**src/rtl/ex_hazard_sequencer_pkg.sv**
```systemverilog
// Shared encodings for the EX-stage hazard sequencer.
// Instruction-source selects and FSM state values.
package ex_hazard_sequencer_pkg;

    localparam logic [1:0] SRC_EXID = 2'b00;
    localparam logic [1:0] SRC_NOP  = 2'b01;
    localparam logic [1:0] SRC_BNE  = 2'b10;

    typedef enum logic [1:0] {
        ST_IDLE     = 2'd0,
        ST_STALL    = 2'd1,
        ST_REDIRECT = 2'd2,
        ST_FLUSH    = 2'd3
    } state_e;

endpackage

```
**src/rtl/ex_hazard_sequencer_sat_counter.sv**
```systemverilog
// Saturating up-counter used for the debug stall/flush event counts.
// Holds at all-ones instead of wrapping.
module sat_counter #(
    parameter int CNT_W = 16
) (
    input  logic             clk,
    input  logic             rst,
    input  logic             inc_i,
    output logic [CNT_W-1:0] cnt_o
);

    logic [CNT_W-1:0] cnt_q;
    logic [CNT_W-1:0] cnt_d;

    always_comb begin
        cnt_d = cnt_q;
        if (inc_i && (cnt_q != '1)) begin
            cnt_d = cnt_q + CNT_W'(1);
        end
    end

    always_ff @(posedge clk) begin
        if (rst) begin
            cnt_q <= '0;
        end else begin
            cnt_q <= cnt_d;
        end
    end

    assign cnt_o = cnt_q;

endmodule

```
**src/rtl/ex_hazard_sequencer.sv**
```systemverilog
// EX-stage instruction-source sequencer: load-use bubbles and BNE
// redirect/flush, with registered PC and IF/ID write enables.
module ex_hazard_sequencer
    import ex_hazard_sequencer_pkg::*;
#(
    parameter int REG_ADDR_W          = 5,
    parameter int LOAD_STALL_CYCLES   = 1,
    parameter int BRANCH_FLUSH_CYCLES = 2,
    parameter int CNT_W               = 16
) (
    input  logic                  clk,
    input  logic                  rst,
    input  logic                  EX_MemRead,
    input  logic [REG_ADDR_W-1:0] EX_rd,
    input  logic [REG_ADDR_W-1:0] ID_rs,
    input  logic [REG_ADDR_W-1:0] ID_rt,
    input  logic                  BNE_taken,
    output logic [1:0]            IRSrcALU,
    output logic                  PCWrite,
    output logic                  IF_IDWrite,
    output logic                  busy,
    output logic [CNT_W-1:0]      stall_count,
    output logic [CNT_W-1:0]      flush_count
);

    localparam logic [2:0] STALL_INIT = 3'(LOAD_STALL_CYCLES - 1);
    localparam logic [2:0] FLUSH_INIT = 3'(BRANCH_FLUSH_CYCLES - 1);

    state_e     state_q, state_d;
    logic [2:0] cnt_q, cnt_d;
    logic [1:0] src_q, src_d;
    logic       pcw_q, pcw_d;
    logic       ifw_q, ifw_d;
    logic       busy_q;
    logic       hz;
    logic       stall_inc;
    logic       flush_inc;

    assign hz = EX_MemRead && (EX_rd != '0)
             && ((EX_rd == ID_rs) || (EX_rd == ID_rt));

    always_comb begin
        state_d   = state_q;
        cnt_d     = cnt_q;
        stall_inc = 1'b0;
        flush_inc = 1'b0;
        unique case (state_q)
            ST_IDLE: begin
                if (BNE_taken) begin
                    state_d   = ST_REDIRECT;
                    flush_inc = 1'b1;
                end else if (hz) begin
                    state_d   = ST_STALL;
                    cnt_d     = STALL_INIT;
                    stall_inc = 1'b1;
                end
            end
            ST_STALL: begin
                // a taken branch abandons the remaining bubbles
                if (BNE_taken) begin
                    state_d   = ST_REDIRECT;
                    flush_inc = 1'b1;
                end else if (cnt_q == 3'd0) begin
                    state_d = ST_IDLE;
                end else begin
                    cnt_d = cnt_q - 3'd1;
                end
            end
            ST_REDIRECT: begin
                if (BRANCH_FLUSH_CYCLES == 0) begin
                    state_d = ST_IDLE;
                end else begin
                    state_d = ST_FLUSH;
                    cnt_d   = FLUSH_INIT;
                end
            end
            ST_FLUSH: begin
                if (cnt_q == 3'd0) begin
                    state_d = ST_IDLE;
                end else begin
                    cnt_d = cnt_q - 3'd1;
                end
            end
            default: state_d = ST_IDLE;
        endcase
    end

    // outputs follow the state being entered, so they are registered
    always_comb begin
        src_d = SRC_EXID;
        pcw_d = 1'b1;
        ifw_d = 1'b1;
        unique case (state_d)
            ST_IDLE: begin
                src_d = SRC_EXID;
            end
            ST_STALL: begin
                src_d = SRC_NOP;
                pcw_d = 1'b0;
                ifw_d = 1'b0;
            end
            ST_REDIRECT: begin
                src_d = SRC_BNE;
                ifw_d = 1'b0;
            end
            ST_FLUSH: begin
                src_d = SRC_NOP;
            end
            default: src_d = SRC_EXID;
        endcase
    end

    always_ff @(posedge clk) begin
        if (rst) begin
            state_q <= ST_IDLE;
            cnt_q   <= 3'd0;
            src_q   <= SRC_EXID;
            pcw_q   <= 1'b1;
            ifw_q   <= 1'b1;
            busy_q  <= 1'b0;
        end else begin
            state_q <= state_d;
            cnt_q   <= cnt_d;
            src_q   <= src_d;
            pcw_q   <= pcw_d;
            ifw_q   <= ifw_d;
            busy_q  <= (state_d != ST_IDLE);
        end
    end

    sat_counter #(.CNT_W(CNT_W)) u_stall_cnt (
        .clk   (clk),
        .rst   (rst),
        .inc_i (stall_inc),
        .cnt_o (stall_count)
    );

    sat_counter #(.CNT_W(CNT_W)) u_flush_cnt (
        .clk   (clk),
        .rst   (rst),
        .inc_i (flush_inc),
        .cnt_o (flush_count)
    );

    assign IRSrcALU   = src_q;
    assign PCWrite    = pcw_q;
    assign IF_IDWrite = ifw_q;
    assign busy       = busy_q;

endmodule

```
**config.mk**
```make
export PLATFORM = sky130hd
export DESIGN_NAME = ex_hazard_sequencer
export DESIGN_NICKNAME = d
export VERILOG_FILES = /design/src/rtl/ex_hazard_sequencer_pkg.sv /design/src/rtl/ex_hazard_sequencer_sat_counter.sv /design/src/rtl/ex_hazard_sequencer.sv
export SDC_FILE = /design/constraint.sdc
export NUM_CORES = 1
export LEC_CHECK = 0
export BUFFER_PORTS_ARGS = -buffer_cell sky130_fd_sc_hd__buf_2
export CAP_MARGIN = 10
export CORE_UTILIZATION = 55
export CTS_CLUSTER_DIAMETER = 150
export DETAILED_ROUTE_END_ITERATION = 10
export PLACE_DENSITY = 0.8
export SETUP_SLACK_MARGIN = 0.05
export SLEW_MARGIN = 20
export SYNTH_ARGS = -nofsm -noshare
export SYNTH_HDL_FRONTEND = slang
export SYNTH_SLANG_ARGS = --single-unit
```
**constraint.sdc**
```tcl
create_clock -name clk -period 3.3 [get_ports clk]
set_clock_uncertainty 0.1 [all_clocks]
set_input_delay 0.33 -clock clk [delete_from_list [all_inputs] [get_ports clk]]
set_output_delay 0.33 -clock clk [all_outputs]
set_load 0.02 [all_outputs]
```
Yosys cells after proc, flatten, opt, wreduce, memory -nomap -nowiden
Cells that the tools add are included.

cells by class
  mux-type cells = 18
  add/sub/neg operators = 3
  reduce and logical (&&, ||, !) cells = 14
  eq/ne operators = 13

operators with widths
  kind                                                 count
  adder 16 x 1 -> 16 bit, second input constant        2
  inequality test 16 bit, second input constant        2
  2-to-1 mux 3 bit                                     4
  case mux 3 bit (4 select lines)                      1
  equality test 5 bit                                  2
  equality test 2 bit, second input constant           4
  2-to-1 mux 2 bit                                     4
  case mux 2 bit (4 select lines)                      1
  2-to-1 mux 1 bit                                     7
  inequality test 2 bit, second input constant         3
  case mux 2 bit (3 select lines)                      1
  OR reduction 2 bit                                   3
  nonzero test 5 bit                                   1
  equality test 2 x 1 -> 1 bit, second input constant  2
  logical AND 1 bit                                    4
  logical NOT 2 bit                                    2
  logical NOT 3 bit                                    1
  AND reduction 3 bit                                  1
  subtractor 3 x 1 -> 3 bit, second input constant     1
  nonzero test 2 bit                                   1
  logical OR 1 bit                                     1

storage, ports and cells
  logic and storage cells = 56
  output and inout bits = 37
  bits in registers = 42
  bits of input ports = 19

Longest topological paths before layout
  depth in word-level cells = 9
  depth in mapped cells = 8
  mapped depth without buffers = 8

By module
From an unflattened synthesis, not the netlist that was laid out.

unflattened totals
  cell total of the unflattened synthesis = 258
  area total of the unflattened synthesis = 2,248.4 um^2

modules (own cells, without submodules)
  module               cells an instance  area each (um^2)  times used  seq. area each (um^2)
  sat_counter          99                 848.3             2           320.3
  ex_hazard_sequencer  60                 551.8             1           180.2

Worst setup path before layout
No wires, ideal clock.

  path kind = in2reg
  start point = in EX_rd[1]
  end point = reg ifw_q (netlist: IF_IDWrite)
  setup time = 0.123 ns
  data arrival time = 2.009 ns
  path buffers = 0
  required time = 3.077 ns
  slack = 1.068 ns
  stages on the path = 7
  cells stage by stage = or4_1 o2111ai_2 inv_2 a21oi_4 inv_1 ha_1 or2_2

on the way
  cells in the longest elaborated chain, start to end = 9
  elaborated cells between the ends (all ways) = 13
  classes of those cells = eq/ne (4); mux (4); reduce/logical (5)

RTL lines
  element                                                                     RTL line                                              source
  from (decl)                                                                 ex_hazard_sequencer.sv:14                             input logic [REG_ADDR_W-1:0] EX_rd,
  equality test 5 bit / nonzero test 5 bit (equally long branches)            ex_hazard_sequencer.sv:40, ex_hazard_sequencer.sv:39
  logical OR 1 bit / logical AND 1 bit (equally long branches)                ex_hazard_sequencer.sv:40, ex_hazard_sequencer.sv:39
  logical AND 1 bit (*)                                                       ex_hazard_sequencer.sv:40                             && ((EX_rd == ID_rs) || (EX_rd == ID_rt));
  2-to-1 mux 2 bit (*)                                                        ex_hazard_sequencer.sv:52                             end else if (hz) begin
  2-to-1 mux 2 bit (*)                                                        ex_hazard_sequencer.sv:49                             if (BNE_taken) begin
  case mux 2 bit (4 select lines) (*)                                         ex_hazard_sequencer.sv:47                             unique case (state_q)
  equality test 2 bit / equality test 2 x 1 -> 1 bit (equally long branches)  ex_hazard_sequencer.sv:93                             unique case (state_d)
  OR reduction 2 bit (no source line) (*)                                     -
  2-to-1 mux 1 bit (*)                                                        ex_hazard_sequencer.sv:93
  via ifw_d                                                                   ex_hazard_sequencer.sv:33                             logic ifw_q, ifw_d;
  to (signal assigned)                                                        ex_hazard_sequencer.sv:126                            ifw_q <= ifw_d;
  to (decl)                                                                   ex_hazard_sequencer.sv:33

The timed path passes the listed nets; every way through them passes the cells marked *.
A chain may end at the register's enable or synchronous reset.

Worst setup path after layout
Ends and elaborated chain as after synthesis.

==> flow_metrics.tcl <==
set metrics [dict create \
    status "complete, no violations" \
    rr_startpoint "u_stall_cnt.cnt_o[0]" \
    layout-drive-gt1-share_pct 24.8 \
    cts_buffers 5 \
    fin_ws_ns 1.19 \
    ys_types 42 \
    tns_ns 0 \
    clkSinkCount 42 \
    post_cts_resized 0 \
    drtAntennaViolNets 0 \
    gp_congestion 0.758 \
    yosysWarningCount 0 \
    ir_drop_mv 0.269 \
    drv_cap 0 \
    power.density_nw_per_um2 398 \
    setup_viol 0 \
    final-hold-violation-count 0 \
    clockBufferDepth 2 \
    fp-row-count 22 \
    grt_first_pass_wirelength_um 6860 \
    path_clk_slew_ns 0.07 \
    htreeDepth 2 \
    max_freq_ghz 0.474 \
    drc 0 \
    path_max_fanout 8 \
    yosysSeqAreaShare_pct 40.2 \
    arrival_ns 2.20 \
    worstPathRequired_ns 3.39 \
    worst_pin_slew_ns 0.730 \
    routedWlPerCell_um 11.6 \
    total_power_w 0.000985 \
    syn_area_per_cell_um2 8.83 \
    die_area_um2 4060 \
    slew_violations 0 \
    route.vias.total 1830 \
    nNetsFinal 318 \
    coreArea_um2 3660 \
    fin_crit_ns 2.11 \
    antenna_cells 0 \
    port_buffers 55 \
    startpoint "EX_rd[1]" \
    hold_class "in2reg" \
    syn_to_final_growth_pct 18.2 \
    antenna_found_initial 0 \
    power.leakage_nw 1.04 \
    ff2ff_path_depth 6 \
    grtUsageTotal_pct 21.7 \
    postCtsHoldBufs 0 \
    synthCells 237 \
    grt_pass1_vias 1600 \
    first_pass_iters 4 \
    synth_edf_count 0 \
    fp.dieH_um 63.7 \
    syn_area_um2 2090 \
    die_w_um 63.7 \
    drt-initial-drc-count 80 \
    period_share_pct 64.0 \
    layout.cells.non_filler 342 \
    cts_setup_buffers 0 \
    clockRootBuffer "clkbuf_8" \
    fin_area_um2 2470 \
    dp.final_hpwl_um 2830 \
    pre_cts_ws_ns 0.867 \
    critPathLaunchType "input pin" \
    grt_overflow 0 \
    ys_ff_latch 42 \
    reg2reg_slack_ns 1.19 \
    clk_latency_ns 0.30 \
    crit_path_end_kind "flip-flop" \
    yosys_most_used_dff "dfxtp_1" \
    placed_cells 334 \
    final_common_cell "buf_2" \
    regToRegEndpoint "u_stall_cnt.cnt_o[15]" \
    maxSlewHeadroom_pct 51.3 \
    start_util_pct 57.2 \
    rsz0062_at_grt "false" \
    crit_end "IF_IDWrite" \
    viasPerCell 5.35 \
    grt_max_degree 43 \
    drt_wl_total_um 3980 \
    ios 56 \
    cts_tree "done" \
    crit_type "in2reg" \
    final_cell_mix "buf_2, dfxtp_1, nor2_1" \
    dpl-instance-area_um2 2380 \
    synth_async_sr_flop_share_pct 0 \
    mappedNetlistNets 262 \
]
==> worst min-delay path by stage <==
stage               startpoint           to  slack, ns  cells after the start
floorplan             cnt_q[1]     cnt_q[1]       0.33                      2
global placement      cnt_q[1]     cnt_q[1]       0.34                      2
detailed placement    cnt_q[1]     cnt_q[1]       0.35                      2
CTS                  BNE_taken  IRSrcALU[1]       0.29                      3
global route         BNE_taken  IRSrcALU[1]       0.32                      3
finish               BNE_taken  IRSrcALU[1]       0.29                      3
==> state kept, by name, summed over array words and instances (netlist names) <==
signal	count
state_q	2
PCWrite	1
IRSrcALU	2
busy	1
u_flush_cnt.cnt_o	16
cnt_q	3
IF_IDWrite	1
u_stall_cnt.cnt_o	16
==> logic make-up (layout without fill, tap and decap cells) <==
group,count (synthesis),after routing,share of synthesized area [%]
xor gates and xnor gates,31,31,13.0
and+or+nand+nor,107,107,26.7
DFF,42,42,40.2
adders and majority gates,6,6,3.59
AOI/OAI and AO/OA,35,35,12.1
buffers and inverters,14,71,3.59
muxes,2,2,0.956
==> where the power goes <==
group | switching [W] | internal (W)
clock | 0.000169 | 0.000169
combinational | 0.0000707 | 0.0000476
sequential | 0.00000921 | 0.000520
==> critical path, stage by stage <==
cell and delay, ns:
buf_2 0.12, or4_1 0.53, o2111ai_2 0.26, inv_2 0.10, a21oi_4 0.25, inv_1 0.07, ha_1 0.26, or2_2 0.26
==> layer usage <==
| metal | global-route usage (%) | wire length [um] |
|---|---|---|
| met1 | 24.8 | 1780 |
| met2 | 36.2 | 1870 |
| met3 | 7.97 | 253 |
| met4 | 8.81 | 65 |
| met5 | 0 | 0 |
==> area by class of cell <==
cell class / instances / area, um2
clock inverter: 1 / 5.00
tap: 48 / 60.1
fill: 312 / 1190
timing repair buffer: 55 / 275
clock buffer: 7 / 86.3
multi-input combinational: 181 / 1180
inverter: 8 / 30.0
sequential: 42 / 841
==> Yosys cell counts (2+ instances only) <==
cell / n / area (um2)
clkbuf_1: 3 / 11.3
buf_6: 3 / 33.8
and4_1: 3 / 26.3
ha_1: 6 / 75.1
inv_1: 7 / 26.3
mux2i_1: 2 / 20.0
nand3_1: 12 / 60.1
or3_1: 7 / 43.8
xor2_1: 12 / 105
a21oi_1: 17 / 85.1
dfxtp_1: 42 / 841
o31ai_1: 3 / 22.5
nand2_1: 18 / 67.6
xnor2_1: 19 / 166
nor2b_1: 2 / 12.5
or4_1: 4 / 30.0
o21ai_0: 5 / 25.0
and3_1: 7 / 43.8
nor3_1: 2 / 10.0
nor2_1: 34 / 128
nand4_1: 7 / 43.8
nand2b_1: 2 / 12.5
==> metrics by stage <==
stage	utilization, %	hold WS [ns]
3_5_place_dp	65.1	0.352
3_3_place_gp	65.1	0.343
5_1_grt	67.6	0.317
4_1_cts	67.6	0.292
2_1_floorplan	-	0.332
6_report	67.6	0.292
Power figures use the tool's default switching activity.
